## src/rtl/riscv_axi_arb_pkg.sv

```systemverilog
// Shared AXI encodings and sizing helpers for the riscv_axi_arb N-to-1 AXI4 arbiter.
package riscv_axi_arb_pkg;

    localparam logic [1:0] AXI_BURST_FIXED = 2'b00;
    localparam logic [1:0] AXI_BURST_INCR  = 2'b01;
    localparam logic [1:0] AXI_BURST_WRAP  = 2'b10;

    localparam logic [1:0] AXI_RESP_OKAY   = 2'b00;
    localparam logic [1:0] AXI_RESP_SLVERR = 2'b10;

    // Width of the master index prepended to downstream IDs; at least one bit.
    function automatic int unsigned calc_idx_w(input int unsigned n);
        return (n <= 2) ? 1 : $clog2(n);
    endfunction

endpackage

```

## src/rtl/riscv_axi_arb_rr.sv

```systemverilog
// Address-channel arbiter: round-robin (or fixed priority with RISCV_AXI_ARB_FIXED_PRIO_EN)
// with a grant lock held from first presentation until the downstream handshake.
module riscv_axi_arb_rr
    import riscv_axi_arb_pkg::*;
#(
    parameter int unsigned N     = 2,
    parameter int unsigned IDX_W = calc_idx_w(N)
) (
    input  logic             clk_i,
    input  logic             rst_i,
    input  logic [N-1:0]     i_req,
    input  logic             i_en,
    input  logic             i_ready,
    output logic             o_valid_c,
    output logic [IDX_W-1:0] o_idx_c,
    output logic [N-1:0]     o_grant_c
);

    logic             r_lock;
    logic [IDX_W-1:0] r_lock_idx;
    logic [IDX_W-1:0] w_base;
    logic [IDX_W-1:0] w_cand;
    logic             w_hs;

    assign w_hs = o_valid_c & i_en & i_ready;

`ifdef RISCV_AXI_ARB_FIXED_PRIO_EN
    assign w_base = '0;
`else
    logic [IDX_W-1:0] r_ptr;

    assign w_base = r_ptr;

    always_ff @(posedge clk_i) begin
        if (rst_i) begin
            r_ptr <= '0;
        end else if (w_hs) begin
            r_ptr <= (o_idx_c == IDX_W'(N - 1)) ? '0 : o_idx_c + IDX_W'(1);
        end
    end
`endif

    // First requester at or after the base; a held lock overrides the search.
    always_comb begin
        o_valid_c = 1'b0;
        o_idx_c   = '0;
        w_cand    = '0;
        if (r_lock) begin
            o_valid_c = i_req[r_lock_idx];
            o_idx_c   = r_lock_idx;
        end else begin
            for (int unsigned i = 0; i < N; i++) begin
                w_cand = IDX_W'((32'(w_base) + i) % N);
                if (!o_valid_c && i_req[w_cand]) begin
                    o_valid_c = 1'b1;
                    o_idx_c   = w_cand;
                end
            end
        end
    end

    assign o_grant_c = o_valid_c ? (N'(1) << o_idx_c) : '0;

    always_ff @(posedge clk_i) begin
        if (rst_i) begin
            r_lock     <= 1'b0;
            r_lock_idx <= '0;
        end else if (w_hs) begin
            r_lock     <= 1'b0;
        end else if (o_valid_c && i_en) begin
            r_lock     <= 1'b1;
            r_lock_idx <= o_idx_c;
        end
    end

endmodule

```

## src/rtl/riscv_axi_arb.sv

```systemverilog
// N-to-1 AXI4 arbiter: independent AR/AW arbitration, W ordered by an owner FIFO,
// R/B routed by master index in the upper ID bits. Option: RISCV_AXI_ARB_FIXED_PRIO_EN.
module riscv_axi_arb
    import riscv_axi_arb_pkg::*;
#(
    parameter  int unsigned NUM_M         = 2,
    parameter  int unsigned ID_W          = 4,
    parameter  int unsigned ADDR_W        = 32,
    parameter  int unsigned DATA_W        = 32,
    parameter  int unsigned WR_FIFO_DEPTH = 4,
    localparam int unsigned IDX_W         = calc_idx_w(NUM_M),
    localparam int unsigned STRB_W        = DATA_W / 8,
    localparam int unsigned MID_W         = ID_W + IDX_W
) (
    input  logic                     clk_i,
    input  logic                     rst_i,
    input  logic [NUM_M-1:0]         s_axi_awvalid_i,
    input  logic [NUM_M*ADDR_W-1:0]  s_axi_awaddr_i,
    input  logic [NUM_M*ID_W-1:0]    s_axi_awid_i,
    input  logic [NUM_M*8-1:0]       s_axi_awlen_i,
    input  logic [NUM_M*2-1:0]       s_axi_awburst_i,
    output logic [NUM_M-1:0]         s_axi_awready_o,
    input  logic [NUM_M-1:0]         s_axi_wvalid_i,
    input  logic [NUM_M*DATA_W-1:0]  s_axi_wdata_i,
    input  logic [NUM_M*STRB_W-1:0]  s_axi_wstrb_i,
    input  logic [NUM_M-1:0]         s_axi_wlast_i,
    output logic [NUM_M-1:0]         s_axi_wready_o,
    output logic [NUM_M-1:0]         s_axi_bvalid_o,
    output logic [NUM_M*2-1:0]       s_axi_bresp_o,
    output logic [NUM_M*ID_W-1:0]    s_axi_bid_o,
    input  logic [NUM_M-1:0]         s_axi_bready_i,
    input  logic [NUM_M-1:0]         s_axi_arvalid_i,
    input  logic [NUM_M*ADDR_W-1:0]  s_axi_araddr_i,
    input  logic [NUM_M*ID_W-1:0]    s_axi_arid_i,
    input  logic [NUM_M*8-1:0]       s_axi_arlen_i,
    input  logic [NUM_M*2-1:0]       s_axi_arburst_i,
    output logic [NUM_M-1:0]         s_axi_arready_o,
    output logic [NUM_M-1:0]         s_axi_rvalid_o,
    output logic [NUM_M*DATA_W-1:0]  s_axi_rdata_o,
    output logic [NUM_M*2-1:0]       s_axi_rresp_o,
    output logic [NUM_M*ID_W-1:0]    s_axi_rid_o,
    output logic [NUM_M-1:0]         s_axi_rlast_o,
    input  logic [NUM_M-1:0]         s_axi_rready_i,
    output logic                     m_axi_awvalid_o,
    output logic [ADDR_W-1:0]        m_axi_awaddr_o,
    output logic [MID_W-1:0]         m_axi_awid_o,
    output logic [7:0]               m_axi_awlen_o,
    output logic [1:0]               m_axi_awburst_o,
    input  logic                     m_axi_awready_i,
    output logic                     m_axi_wvalid_o,
    output logic [DATA_W-1:0]        m_axi_wdata_o,
    output logic [STRB_W-1:0]        m_axi_wstrb_o,
    output logic                     m_axi_wlast_o,
    input  logic                     m_axi_wready_i,
    input  logic                     m_axi_bvalid_i,
    input  logic [1:0]               m_axi_bresp_i,
    input  logic [MID_W-1:0]         m_axi_bid_i,
    output logic                     m_axi_bready_o,
    output logic                     m_axi_arvalid_o,
    output logic [ADDR_W-1:0]        m_axi_araddr_o,
    output logic [MID_W-1:0]         m_axi_arid_o,
    output logic [7:0]               m_axi_arlen_o,
    output logic [1:0]               m_axi_arburst_o,
    input  logic                     m_axi_arready_i,
    input  logic                     m_axi_rvalid_i,
    input  logic [DATA_W-1:0]        m_axi_rdata_i,
    input  logic [1:0]               m_axi_rresp_i,
    input  logic [MID_W-1:0]         m_axi_rid_i,
    input  logic                     m_axi_rlast_i,
    output logic                     m_axi_rready_o
);

    localparam int unsigned PTR_W = (WR_FIFO_DEPTH <= 2) ? 1 : $clog2(WR_FIFO_DEPTH);
    localparam int unsigned CNT_W = $clog2(WR_FIFO_DEPTH + 1);

    logic             w_ar_valid;
    logic [IDX_W-1:0] w_ar_idx;
    logic [NUM_M-1:0] w_ar_grant;
    logic             w_aw_valid;
    logic [IDX_W-1:0] w_aw_idx;
    logic [NUM_M-1:0] w_aw_grant;
    logic             w_fifo_full;
    logic             w_fifo_empty;
    logic             w_push;
    logic             w_pop;
    logic [IDX_W-1:0] w_w_head;
    logic [IDX_W-1:0] w_r_idx;
    logic [IDX_W-1:0] w_b_idx;
    logic [NUM_M-1:0] w_r_onehot;
    logic [NUM_M-1:0] w_b_onehot;
    logic             w_r_known;
    logic             w_b_known;

    logic [IDX_W-1:0] r_mem [WR_FIFO_DEPTH];
    logic [PTR_W-1:0] r_wptr;
    logic [PTR_W-1:0] r_rptr;
    logic [CNT_W-1:0] r_cnt;

    riscv_axi_arb_rr #(.N(NUM_M), .IDX_W(IDX_W)) u_ar_arb (
        .clk_i     (clk_i),
        .rst_i     (rst_i),
        .i_req     (s_axi_arvalid_i),
        .i_en      (1'b1),
        .i_ready   (m_axi_arready_i),
        .o_valid_c (w_ar_valid),
        .o_idx_c   (w_ar_idx),
        .o_grant_c (w_ar_grant)
    );

    // AW may only be presented while the owner FIFO has room.
    riscv_axi_arb_rr #(.N(NUM_M), .IDX_W(IDX_W)) u_aw_arb (
        .clk_i     (clk_i),
        .rst_i     (rst_i),
        .i_req     (s_axi_awvalid_i),
        .i_en      (~w_fifo_full),
        .i_ready   (m_axi_awready_i),
        .o_valid_c (w_aw_valid),
        .o_idx_c   (w_aw_idx),
        .o_grant_c (w_aw_grant)
    );

    assign m_axi_arvalid_o = w_ar_valid & ~rst_i;
    assign m_axi_araddr_o  = s_axi_araddr_i[32'(w_ar_idx)*ADDR_W +: ADDR_W];
    assign m_axi_arid_o    = {w_ar_idx, s_axi_arid_i[32'(w_ar_idx)*ID_W +: ID_W]};
    assign m_axi_arlen_o   = s_axi_arlen_i[32'(w_ar_idx)*8 +: 8];
    assign m_axi_arburst_o = s_axi_arburst_i[32'(w_ar_idx)*2 +: 2];
    assign s_axi_arready_o = w_ar_grant & {NUM_M{m_axi_arready_i & ~rst_i}};

    assign m_axi_awvalid_o = w_aw_valid & ~w_fifo_full & ~rst_i;
    assign m_axi_awaddr_o  = s_axi_awaddr_i[32'(w_aw_idx)*ADDR_W +: ADDR_W];
    assign m_axi_awid_o    = {w_aw_idx, s_axi_awid_i[32'(w_aw_idx)*ID_W +: ID_W]};
    assign m_axi_awlen_o   = s_axi_awlen_i[32'(w_aw_idx)*8 +: 8];
    assign m_axi_awburst_o = s_axi_awburst_i[32'(w_aw_idx)*2 +: 2];
    assign s_axi_awready_o = w_aw_grant & {NUM_M{m_axi_awready_i & ~w_fifo_full & ~rst_i}};

    assign w_push       = m_axi_awvalid_o & m_axi_awready_i;
    assign w_pop        = m_axi_wvalid_o & m_axi_wready_i & m_axi_wlast_o;
    assign w_fifo_full  = (r_cnt == CNT_W'(WR_FIFO_DEPTH));
    assign w_fifo_empty = (r_cnt == '0);
    assign w_w_head     = r_mem[r_rptr];

    // W-owner FIFO: one entry per accepted AW, retired by that burst's last beat.
    always_ff @(posedge clk_i) begin
        if (rst_i) begin
            r_wptr <= '0;
            r_rptr <= '0;
            r_cnt  <= '0;
        end else begin
            if (w_push) r_wptr <= r_wptr + PTR_W'(1);
            if (w_pop)  r_rptr <= r_rptr + PTR_W'(1);
            if (w_push && !w_pop)      r_cnt <= r_cnt + CNT_W'(1);
            else if (w_pop && !w_push) r_cnt <= r_cnt - CNT_W'(1);
        end
    end

    always_ff @(posedge clk_i) begin
        if (w_push) r_mem[r_wptr] <= w_aw_idx;
    end

    assign m_axi_wvalid_o = ~rst_i & ~w_fifo_empty & s_axi_wvalid_i[w_w_head];
    assign m_axi_wdata_o  = s_axi_wdata_i[32'(w_w_head)*DATA_W +: DATA_W];
    assign m_axi_wstrb_o  = s_axi_wstrb_i[32'(w_w_head)*STRB_W +: STRB_W];
    assign m_axi_wlast_o  = s_axi_wlast_i[w_w_head];
    assign s_axi_wready_o = (~rst_i & ~w_fifo_empty & m_axi_wready_i) ? (NUM_M'(1) << w_w_head) : '0;

    // Responses: upper ID bits select the master; unknown indices are drained and dropped.
    assign w_r_idx    = m_axi_rid_i[MID_W-1 -: IDX_W];
    assign w_r_known  = (32'(w_r_idx) < NUM_M);
    assign w_r_onehot = w_r_known ? (NUM_M'(1) << w_r_idx) : '0;

    assign s_axi_rvalid_o = (m_axi_rvalid_i & ~rst_i) ? w_r_onehot : '0;
    assign s_axi_rdata_o  = {NUM_M{m_axi_rdata_i}};
    assign s_axi_rresp_o  = {NUM_M{m_axi_rresp_i}};
    assign s_axi_rid_o    = {NUM_M{m_axi_rid_i[ID_W-1:0]}};
    assign s_axi_rlast_o  = {NUM_M{m_axi_rlast_i}};
    assign m_axi_rready_o = ~rst_i & (w_r_known ? |(s_axi_rready_i & w_r_onehot) : 1'b1);

    assign w_b_idx    = m_axi_bid_i[MID_W-1 -: IDX_W];
    assign w_b_known  = (32'(w_b_idx) < NUM_M);
    assign w_b_onehot = w_b_known ? (NUM_M'(1) << w_b_idx) : '0;

    assign s_axi_bvalid_o = (m_axi_bvalid_i & ~rst_i) ? w_b_onehot : '0;
    assign s_axi_bresp_o  = {NUM_M{m_axi_bresp_i}};
    assign s_axi_bid_o    = {NUM_M{m_axi_bid_i[ID_W-1:0]}};
    assign m_axi_bready_o = ~rst_i & (w_b_known ? |(s_axi_bready_i & w_b_onehot) : 1'b1);

endmodule

```

## config.mk

```make
export PLATFORM = sky130hd
export DESIGN_NAME = riscv_axi_arb
export DESIGN_NICKNAME = d
export VERILOG_FILES = /design/src/rtl/riscv_axi_arb_pkg.sv /design/src/rtl/riscv_axi_arb_rr.sv /design/src/rtl/riscv_axi_arb.sv
export SDC_FILE = /design/constraint.sdc
export NUM_CORES = 1
export LEC_CHECK = 0
export BUFFER_PORTS_ARGS = -buffer_cell sky130_fd_sc_hd__buf_2
export CORE_AREA = 2 2 215 217
export CTS_CLUSTER_SIZE = 24
export DETAILED_ROUTE_END_ITERATION = 6
export DIE_AREA = 0 0 217 219
export MAX_ROUTING_LAYER = met4
export PLACE_DENSITY = 0.34
export SLEW_MARGIN = 20
export SYNTH_ARGS = -nofsm -noshare
export SYNTH_HDL_FRONTEND = slang
export SYNTH_SLANG_ARGS = --single-unit
```

## constraint.sdc

```tcl
create_clock -name clk_i -period 3.03 [get_ports clk_i]
set_input_delay 0.606 -clock clk_i [delete_from_list [all_inputs] [get_ports clk_i]]
set_output_delay 0.606 -clock clk_i [all_outputs]
set_load 0.02 [all_outputs]
```

==> impl_metrics.py, run 1 <==
metrics = {
    "detailed_routing": {
        "dr.pass1.iters": 4,
        "dr.first_iter.drc_count": 111,
        "vias": 3761,
        "routedWlPerCell_um": 12.80,
        "drc_errors": 0,
        "routed_wl_um": 16440,
        "routed_via_density": 2.929,
        "ant_nets": 0,
    },
    "floorplan": {
        "fp.coreArea_mm2": 0.04509,
        "die-area_mm2": 0.04752,
        "rows": 78,
        "ios": 558,
        "die_width_um": 217,
        "die_h_um": 219,
        "start_util_pct": 7.368,
    },
    "power_and_ir_drop": {
        "power.density_mw_per_mm2": 294.3,
        "combPwrFrac_pct": 64.6,
        "switching_power_mw": 0.7047,
        "p_leak_nw": 2.740,
        "intPower_mw": 0.9510,
        "swShare_pct": 42.56,
        "ir_drop_mv": 0.1732,
        "clock_power_share_pct": 17.4,
        "p_seq_share_pct": 18.0,
    },
    "clock_tree": {
        "htree_num_levels": 1,
        "clock-sinks": 19,
        "cts.clk_slew.worst_paths_ps": 70,
        "ctsResizeCount": 0,
        "clock_latency_ps": 260,
        "clockBufferDepth": 2,
        "post_cts_buffers": 0,
        "postCtsHoldBufs": 0,
        "cts_tree": "done",
        "cts_root_buf": "clkbuf_16",
        "cts_inserted_buffers": 3,
    },
    "worst_setup_path": {
        "critPathArrivalTime_ps": 2090,
        "critPathCapture": "m_axi_wvalid_o",
        "cp_data_required_time_ps": 2420,
        "reg2reg_to": "r_cnt[2]",
        "critPathKind": "flip-flop to primary output",
        "startpoint_type": "flip-flop",
        "r2r_start": "r_mem[0]",
        "critPathLaunch": "r_mem[0]",
        "end_kind": "primary output",
        "crit_fanout": 40,
        "r2r_setup_slack_ps": 500,
        "rr_worst_depth": 10,
    },
    "synth": {
        "synth_edf_count": 4,
        "yosysWarnings": 0,
        "synth.most_common_cell": "mux2_2",
        "syn_nets": 681,
        "synthFlopType": "dfxtp_1",
        "syn_area_mm2": 0.003322,
        "synth_top_cell_area_share_pct": 43.05,
        "synth_top_area_cell": "mux2_2",
        "synth.top_cells.by_count": "mux2_2, buf_4, dfxtp_1",
        "yosysUniqueCellTypes": 38,
        "postSynthCellCount": 353,
        "netlist_top_cells_area": "mux2_2, buf_4, dfxtp_1",
        "synth-async-reset-ratio_pct": 0,
        "seq_area_frac_synth_pct": 12.66,
        "syn_area_per_cell_um2": 9.411,
        "synth-seq-cells": 19,
    },
    "outcome": {
        "outcome": "finished, final reports clean",
    },
    "global_routing": {
        "antenna_found_initial": 1,
        "grt_pass1_vias": 3466,
        "grt_max_degree": 43,
        "use_met1_pct": 7.366,
        "grtUsageMet2_pct": 9.734,
        "grt_usage_pct": 6.058,
        "grtUsageMet3_pct": 1.733,
        "grt_overflow": 0,
        "grt_pass1_wl_um": 20840,
        "grt_busiest_layer": "met2",
    },
    "timing": {
        "rsz0062_at_grt": "false",
        "finalCritPeriodShare_pct": 89.08,
        "fmax_mhz": 370.5,
        "skew_ps": 7.490,
        "final-max-slew-violation-count": 0,
        "tightest_slew_ps": 603.5,
        "hold_viol": 0,
        "finalSetupTns_ps": 0,
        "setup_ws_ps": 331.0,
        "max-slew-margin-rel_pct": 59.77,
        "setup_viol": 0,
        "min_period_ps": 2699,
    },
    "placed_design": {
        "place.gp.congestion": 0.6667,
        "hpwl_um": 14740,
        "placed_cells": 1280,
        "portBuffers": 422,
        "dpl_worst_slack_ps": 314.9,
    },
    "finish": {
        "instances_no_fill": 1284,
        "insertedDiodeCount": 0,
        "area_growth_pct": 69.38,
        "final_layout_size_suffix_gt1_share_pct": 83.33,
        "finalNetCount": 1013,
        "fillers": 5197,
    },
    "min_path": {
        "hold_path.class": "flip-flop to flip-flop",
    },
    "job": {
        "drv_cap": 0,
    },
}
[cells in the final DEF, fill, tap and decap left out, types with 2 or more instances in the layout]
cell type and n:
o31ai_4 2, edfxtp_1 4, xor2_1 2, and3b_1 2, and2_1 6, buf_2 422, nor2b_1 4, nand4_1 2
dfxtp_1 15, nor2_1 11, nor3_1 4, mux2_2 127, mux2_1 3, a21oi_1 7, a211oi_1 3, ha_1 5
nor3b_1 3, nand2b_1 3, clkbuf_16 3, nand2_1 7, inv_1 8, o31ai_1 3, mux2i_1 10, buf_4 12
[worst min path at each step]
stage / startpoint / to / cells after the start
5_1_grt: r_rptr[1] / flip-flop / 1
6_report: r_rptr[1] / flip-flop / 1
3_5_place_dp: r_rptr[1] / r_rptr[1] / 1
4_1_cts: r_rptr[1] / flip-flop / 1
2_1_floorplan: r_rptr[1] / flip-flop / 1
3_3_place_gp: r_rptr[1] / r_rptr[1] / 1
[per-stage QoR]
stage                     hold slack, ps  util (%)  area (µm²)  power, mW
after floorplan                    428.0         -        3322      1.106
after global placement             459.8     12.30        5544      1.391
after detailed placement           466.7     12.30        5544      1.388
after CTS                          465.4     12.48        5627      1.695
after global routing               505.9     12.48        5627      1.764
final                              461.8     12.48        5627      1.656
[cells by family (layout without fill, tap and decap cells)]
group / Yosys count / count (layout) / share of synthesized area (%)
mux: 141 / 141 / 47.76
buf+inv: 116 / 447 / 24.03
simple gates: 48 / 48 / 7.985
compound gates: 21 / 21 / 4.557
flops: 19 / 19 / 12.66
fa+ha+maj: 6 / 6 / 2.486
xor+xnor: 2 / 2 / 0.5274
[final cells by class]
| cell class | instances | area (µm²) | area share, % |
|---|---|---|---|
| Tap cell | 600 | 750.7 | 13.34 |
| Inverter | 8 | 30.03 | 0.5337 |
| Timing Repair Buffer | 435 | 2222 | 39.49 |
| Sequential cell | 19 | 420.4 | 7.472 |
| Multi-Input combinational cell | 218 | 2121 | 37.69 |
| Clock buffer | 3 | 75.07 | 1.334 |
| Clock inverter | 1 | 7.507 | 0.1334 |
[routing by layer]
metal / routed length (µm) / vias to the layer above
met2: 7702 / 275
met4: 423 / 0
met1: 6627 / 1621
met5: 0 / -
li1: - / 1824
met3: 1684 / 41
[power groups by stage]
| stage | logic [mW] | registers [mW] | clock network [mW] |
|---|---|---|---|
| floorplan | 0.808 | 0.298 | 0 |
| global placement | 1.09 | 0.304 | 0 |
| detailed placement | 1.08 | 0.304 | 0 |
| CTS | 1.09 | 0.298 | 0.308 |
| global route | 1.15 | 0.301 | 0.313 |
| finish | 1.07 | 0.298 | 0.288 |
[worst max-delay path: stages, from the launching register on]
cell	delay (ps)
edfxtp_1	370
mux4_2	490
buf_4	310
mux2i_1	180
buf_4	160
nor3_1	120
buf_2	200
Power figures use the tool's default switching activity.
==> run 2, diff against run 1 <==
--- a/config.mk
+++ b/config.mk
@@ -11,7 +11,7 @@
 export DETAILED_ROUTE_END_ITERATION = 6
 export DIE_AREA = 0 0 217 219
 export MAX_ROUTING_LAYER = met4
-export PLACE_DENSITY = 0.34
+export PLACE_DENSITY_LB_ADDON = 0.1
 export SLEW_MARGIN = 20
 export SYNTH_ARGS = -nofsm -noshare
 export SYNTH_HDL_FRONTEND = slang
==> run 2 against run 1 <==
Compared with the run above:
- via count down 0.61%
- sequential share of layout area about the same
- die area unchanged
- fmax about the same
- design area about the same
- sequential power about the same
- largest cell class unchanged
- setup slack worse by 0.66 ps
==> impl_metrics.py, run 2 (same netlist as run 1, synthesis figures left out) <==
metrics = {
    "worst_setup_path": {
        "startpoint_type": "flip-flop",
        "reg2reg_to": "r_cnt[2]",
        "cp_top_family": "multiplexers",
        "r2r_start": "r_mem[1]",
        "end_kind": "primary output",
        "crit_chain": "mux4_2 > buf_4 > mux2i_1 > nor3_1 > buf_2",
        "r2r_setup_slack_ps": 470,
        "cp_data_required_time_ps": 2420,
        "cpPeakStageDelay_ps": 520,
        "rr_worst_depth": 9,
        "critPathKind": "flip-flop to primary output",
        "critPathBufInv": 2,
        "critPathArrivalTime_ps": 2090,
        "slowest_stage": "mux4_2",
        "crit_fanout": 11,
    },
    "power_and_ir_drop": {
        "p_seq_share_pct": 18.0,
        "power.density_mw_per_mm2": 294.7,
        "switching_power_mw": 0.7062,
        "swShare_pct": 42.56,
        "intPower_mw": 0.9528,
        "ir_drop_mv": 0.1586,
        "p_leak_nw": 2.734,
        "combPwrFrac_pct": 64.1,
        "clock_power_share_pct": 17.9,
    },
    "floorplan": {
        "fp.coreArea_mm2": 0.04509,
        "die_h_um": 219,
        "ios": 558,
        "die_width_um": 217,
        "die-area_mm2": 0.04752,
        "rows": 78,
        "start_util_pct": 7.368,
    },
    "finish": {
        "finalNetCount": 1011,
        "final_cell_mix": "buf_2, mux2_2, dfxtp_1",
        "area_growth_pct": 69.45,
        "final_layout_size_suffix_gt1_share_pct": 83.28,
        "final_common_cell": "buf_2",
    },
    "outcome": {
        "outcome": "finished, final reports clean",
    },
    "clock_tree": {
        "htree_num_levels": 1,
        "cts_tree": "done",
        "post_cts_buffers": 0,
        "clock-sinks": 19,
        "postCtsHoldBufs": 0,
        "ctsResizeCount": 0,
        "clockBufferDepth": 2,
        "cts.clk_slew.worst_paths_ps": 70,
        "cts_inserted_buffers": 3,
        "cts_root_buf": "clkbuf_16",
        "clock_latency_ps": 260,
    },
    "detailed_routing": {
        "routedWlPerCell_um": 12.48,
        "vias": 3738,
        "routed_wl_um": 16030,
        "dr.first_iter.drc_count": 56,
        "ant_nets": 0,
        "routed_via_density": 2.911,
        "dr.pass1.iters": 4,
        "drc_errors": 0,
    },
    "timing": {
        "min_period_ps": 2700,
        "setup_ws_ps": 330.4,
        "skew_ps": 6.283,
        "hold_viol": 0,
        "setup_viol": 0,
        "max-slew-margin-rel_pct": 73.49,
        "rsz0062_at_grt": "false",
        "finalSetupTns_ps": 0,
        "final-max-slew-violation-count": 0,
        "finalCritPeriodShare_pct": 89.10,
        "tightest_slew_ps": 386.7,
        "fmax_mhz": 370.4,
    },
    "global_routing": {
        "antenna_found_initial": 2,
        "grt_pass1_wl_um": 21930,
        "grt_usage_pct": 6.131,
        "grt_max_degree": 50,
        "grt_overflow": 0,
        "grt_pass1_vias": 3851,
    },
    "min_path": {
        "holdPathStages": 1,
        "hold_path.class": "flip-flop to flip-flop",
        "hold_start": "r_rptr[1]",
    },
    "placed_design": {
        "portBuffers": 422,
        "hpwl_um": 14300,
        "place.gp.congestion": 0.6771,
        "dpl_worst_slack_ps": 325.1,
    },
    "job": {
        "drv_cap": 0,
    },
}
-- run 2: worst max path at each step --
stage / from / end / cells after the start
finish: r_mem[1] / m_axi_wvalid_o / 5
global route: r_mem[3] / m_axi_wvalid_o / 5
CTS: r_mem[1] / m_axi_wvalid_o / 5
detailed placement: s_axi_awvalid_i[1] / r_cnt[2] / 10
global placement: s_axi_awvalid_i[1] / r_cnt[2] / 10
floorplan: s_axi_awvalid_i[1] / r_cnt[2] / 9
-- run 2: power groups by stage --
stage,logic (mW),registers [mW],clock network [mW]
floorplan,0.808,0.298,0
global placement,1.10,0.306,0
detailed placement,1.08,0.305,0
CTS,1.09,0.299,0.317
global route,1.15,0.303,0.329
finish,1.06,0.299,0.297
-- run 2: per-stage QoR --
stage	utilization [%]	total power, mW	instance area (µm²)	cells	hold WS (ps)
after CTS	12.47	1.702	5624	1282	465.5
after detailed placement	12.29	1.385	5542	1278	450.7
after global placement	12.29	1.403	5542	1278	457.5
final	12.48	1.659	5629	1284	467.8
after global routing	12.48	1.781	5629	1284	489.7
after floorplan	-	1.106	3322	353	428.0
-- run 2: area by class of cell --
| cell class | count | area [µm²] |
|---|---|---|
| diodes | 2 | 5.005 |
| clock buffers | 3 | 75.07 |
| clock inverters | 1 | 7.507 |
| fillers | 5232 | 39460 |
| inverters | 8 | 30.03 |
| multi-input cells | 218 | 2121 |
| flip-flops and latches | 19 | 420.4 |
| well taps | 600 | 750.7 |
| repair buffers | 433 | 2220 |
-- run 2: layer usage --
metal	track usage [%]	wire length [µm]	up-vias
met3	1.414	1272	17
met4	2.055	285	0
li1	-	-	1822
met5	-	0	-
met2	11.15	8483	244
met1	6.530	5983	1655
==> run 3, diff against run 2 <==
--- a/config.mk
+++ b/config.mk
@@ -6,10 +6,12 @@
 export NUM_CORES = 1
 export LEC_CHECK = 0
 export BUFFER_PORTS_ARGS = -buffer_cell sky130_fd_sc_hd__buf_2
-export CORE_AREA = 2 2 215 217
+export CELL_PAD_IN_SITES_DETAIL_PLACEMENT = 0
+export CELL_PAD_IN_SITES_GLOBAL_PLACEMENT = 2
+export CORE_AREA = 2 2 214 216
 export CTS_CLUSTER_SIZE = 24
 export DETAILED_ROUTE_END_ITERATION = 6
-export DIE_AREA = 0 0 217 219
+export DIE_AREA = 0 0 216 218
 export MAX_ROUTING_LAYER = met4
 export PLACE_DENSITY_LB_ADDON = 0.1
 export SLEW_MARGIN = 20
==> run 3 against run 2 <==
Compared with the run above:
- flip-flop and latch count did not move
- critical path depth did not move
- utilization is essentially flat
- clock skew up 1.8 ps
- die area is 0.92% lower
- setup slack lost 25 ps
- critical path type unchanged
- critical endpoint unchanged
- largest cell class unchanged
==> impl_metrics.py, run 3 (same netlist as run 1, synthesis figures left out) <==
metrics = {
    "clock_tree": {
        "htree_num_levels": 1,
        "ctsResizeCount": 0,
        "clock_latency_ps": 260,
        "clockBufferDepth": 2,
        "clock-sinks": 19,
        "cts_inserted_buffers": 3,
        "cts.clk_slew.worst_paths_ps": 60,
        "post_cts_buffers": 0,
        "cts_tree": "done",
        "cts_root_buf": "clkbuf_16",
        "postCtsHoldBufs": 0,
    },
    "finish": {
        "final_cell_mix": "buf_2, mux2_2, dfxtp_1",
        "instances_no_fill": 1281,
        "final_common_cell": "buf_2",
        "final_layout_size_suffix_gt1_share_pct": 83.26,
        "area_growth_pct": 69.08,
        "finalNetCount": 1010,
        "insertedDiodeCount": 0,
    },
    "timing": {
        "rsz0062_at_grt": "false",
        "min_period_ps": 2725,
        "tightest_slew_ps": 511.7,
        "skew_ps": 8.132,
        "fmax_mhz": 367.0,
        "final-max-slew-violation-count": 0,
        "holdWs_ps": 468.2,
        "setup_viol": 0,
        "setup_ws_ps": 305.4,
        "max-slew-margin-rel_pct": 65.89,
        "finalCritPeriodShare_pct": 89.92,
        "finalSetupTns_ps": 0,
        "hold_viol": 0,
    },
    "global_routing": {
        "grt_pass1_wl_um": 22280,
        "antenna_found_initial": 1,
        "grt_overflow": 0,
        "grt_pass1_vias": 3838,
        "grt_max_degree": 56,
        "grt_usage_pct": 6.291,
    },
    "worst_setup_path": {
        "crit_chain": "mux4_2 > buf_4 > mux2i_1 > nor3_1 > buf_2",
        "critPathLaunch": "r_mem[3]",
        "end_kind": "primary output",
        "critPathKind": "flip-flop to primary output",
        "critPathArrivalTime_ps": 2120,
        "r2r_start": "r_mem[3]",
        "crit_fanout": 40,
        "cp_data_required_time_ps": 2420,
        "cp_top_family": "multiplexers",
        "critPathBufInv": 2,
        "startpoint_type": "flip-flop",
        "slowest_stage": "mux4_2",
        "cpPeakStageDelay_ps": 520,
    },
    "power_and_ir_drop": {
        "p_leak_nw": 2.729,
        "power_mw": 1.643,
        "power.density_mw_per_mm2": 292.6,
        "ir_drop_mv": 0.1632,
    },
    "placed_design": {
        "place.gp.congestion": 0.8051,
        "hpwl_um": 14600,
        "dpl_worst_slack_ps": 319.9,
        "placed_cells": 1277,
        "portBuffers": 422,
    },
    "detailed_routing": {
        "ant_nets": 0,
        "vias": 3783,
        "dr.first_iter.drc_count": 79,
        "routedWlPerCell_um": 12.70,
        "routed_via_density": 2.953,
        "drc_errors": 0,
        "dr.pass1.iters": 4,
        "routed_wl_um": 16280,
    },
    "floorplan": {
        "start_util_pct": 7.400,
        "die-area_mm2": 0.04709,
        "fp.coreArea_mm2": 0.04489,
        "ios": 558,
        "die_h_um": 218,
        "rows": 78,
        "die_width_um": 216,
    },
    "min_path": {
        "hold_start": "r_rptr[1]",
        "hold_path.class": "flip-flop to flip-flop",
    },
    "job": {
        "drv_cap": 0,
    },
    "outcome": {
        "outcome": "finished, final reports clean",
    },
}
## run 3: cell count changes in the layout (fill, tap and decap cells not counted)
cell	delta
diode_2	-2
buf_4	-1
## run 3: worst paths after layout
| check | slack [ps] | cells after the start | end |
|---|---|---|---|
| max | 310 | 5 | m_axi_wvalid_o |
| min | 470 | 1 | flip-flop |
| max reg2reg | 490 | 9 | r_cnt[2] |
| min reg2reg | 470 | 1 | flip-flop |
## run 3: area by class of cell
type                    count  area (µm²)
clock buffers               3       75.07
flip-flops and latches     19       420.4
repair buffers            432        2212
fillers                  5206       39280
inverters                   8       30.03
clock inverters             1       7.507
multi-input cells         218        2121
well taps                 600       750.7
## run 3: where the power goes
part | switching, mW | internal (mW) | total [mW]
combinational | 0.563 | 0.494 | 1.06
clock | 0.109 | 0.179 | 0.288
sequential | 0.0210 | 0.278 | 0.299
## run 3: metrics by stage
step                      area [µm²]  utilization (%)
after global routing            5617            12.51
after global placement          5534            12.33
after CTS                       5617            12.51
after detailed placement        5534            12.33
after floorplan                 3322                -
final                           5617            12.51
## run 3: metal layers
layer  share of wire (%)  track usage [%]  vias to the layer above  routed length, µm
li1                    -                -                     1810                  -
met1                  37            6.641                     1668               5951
met2                  52            11.63                      283               8521
met3                 9.2            1.464                       22               1493
met4                 1.9            1.872                        0                308
met5                   0                -                        -                  0
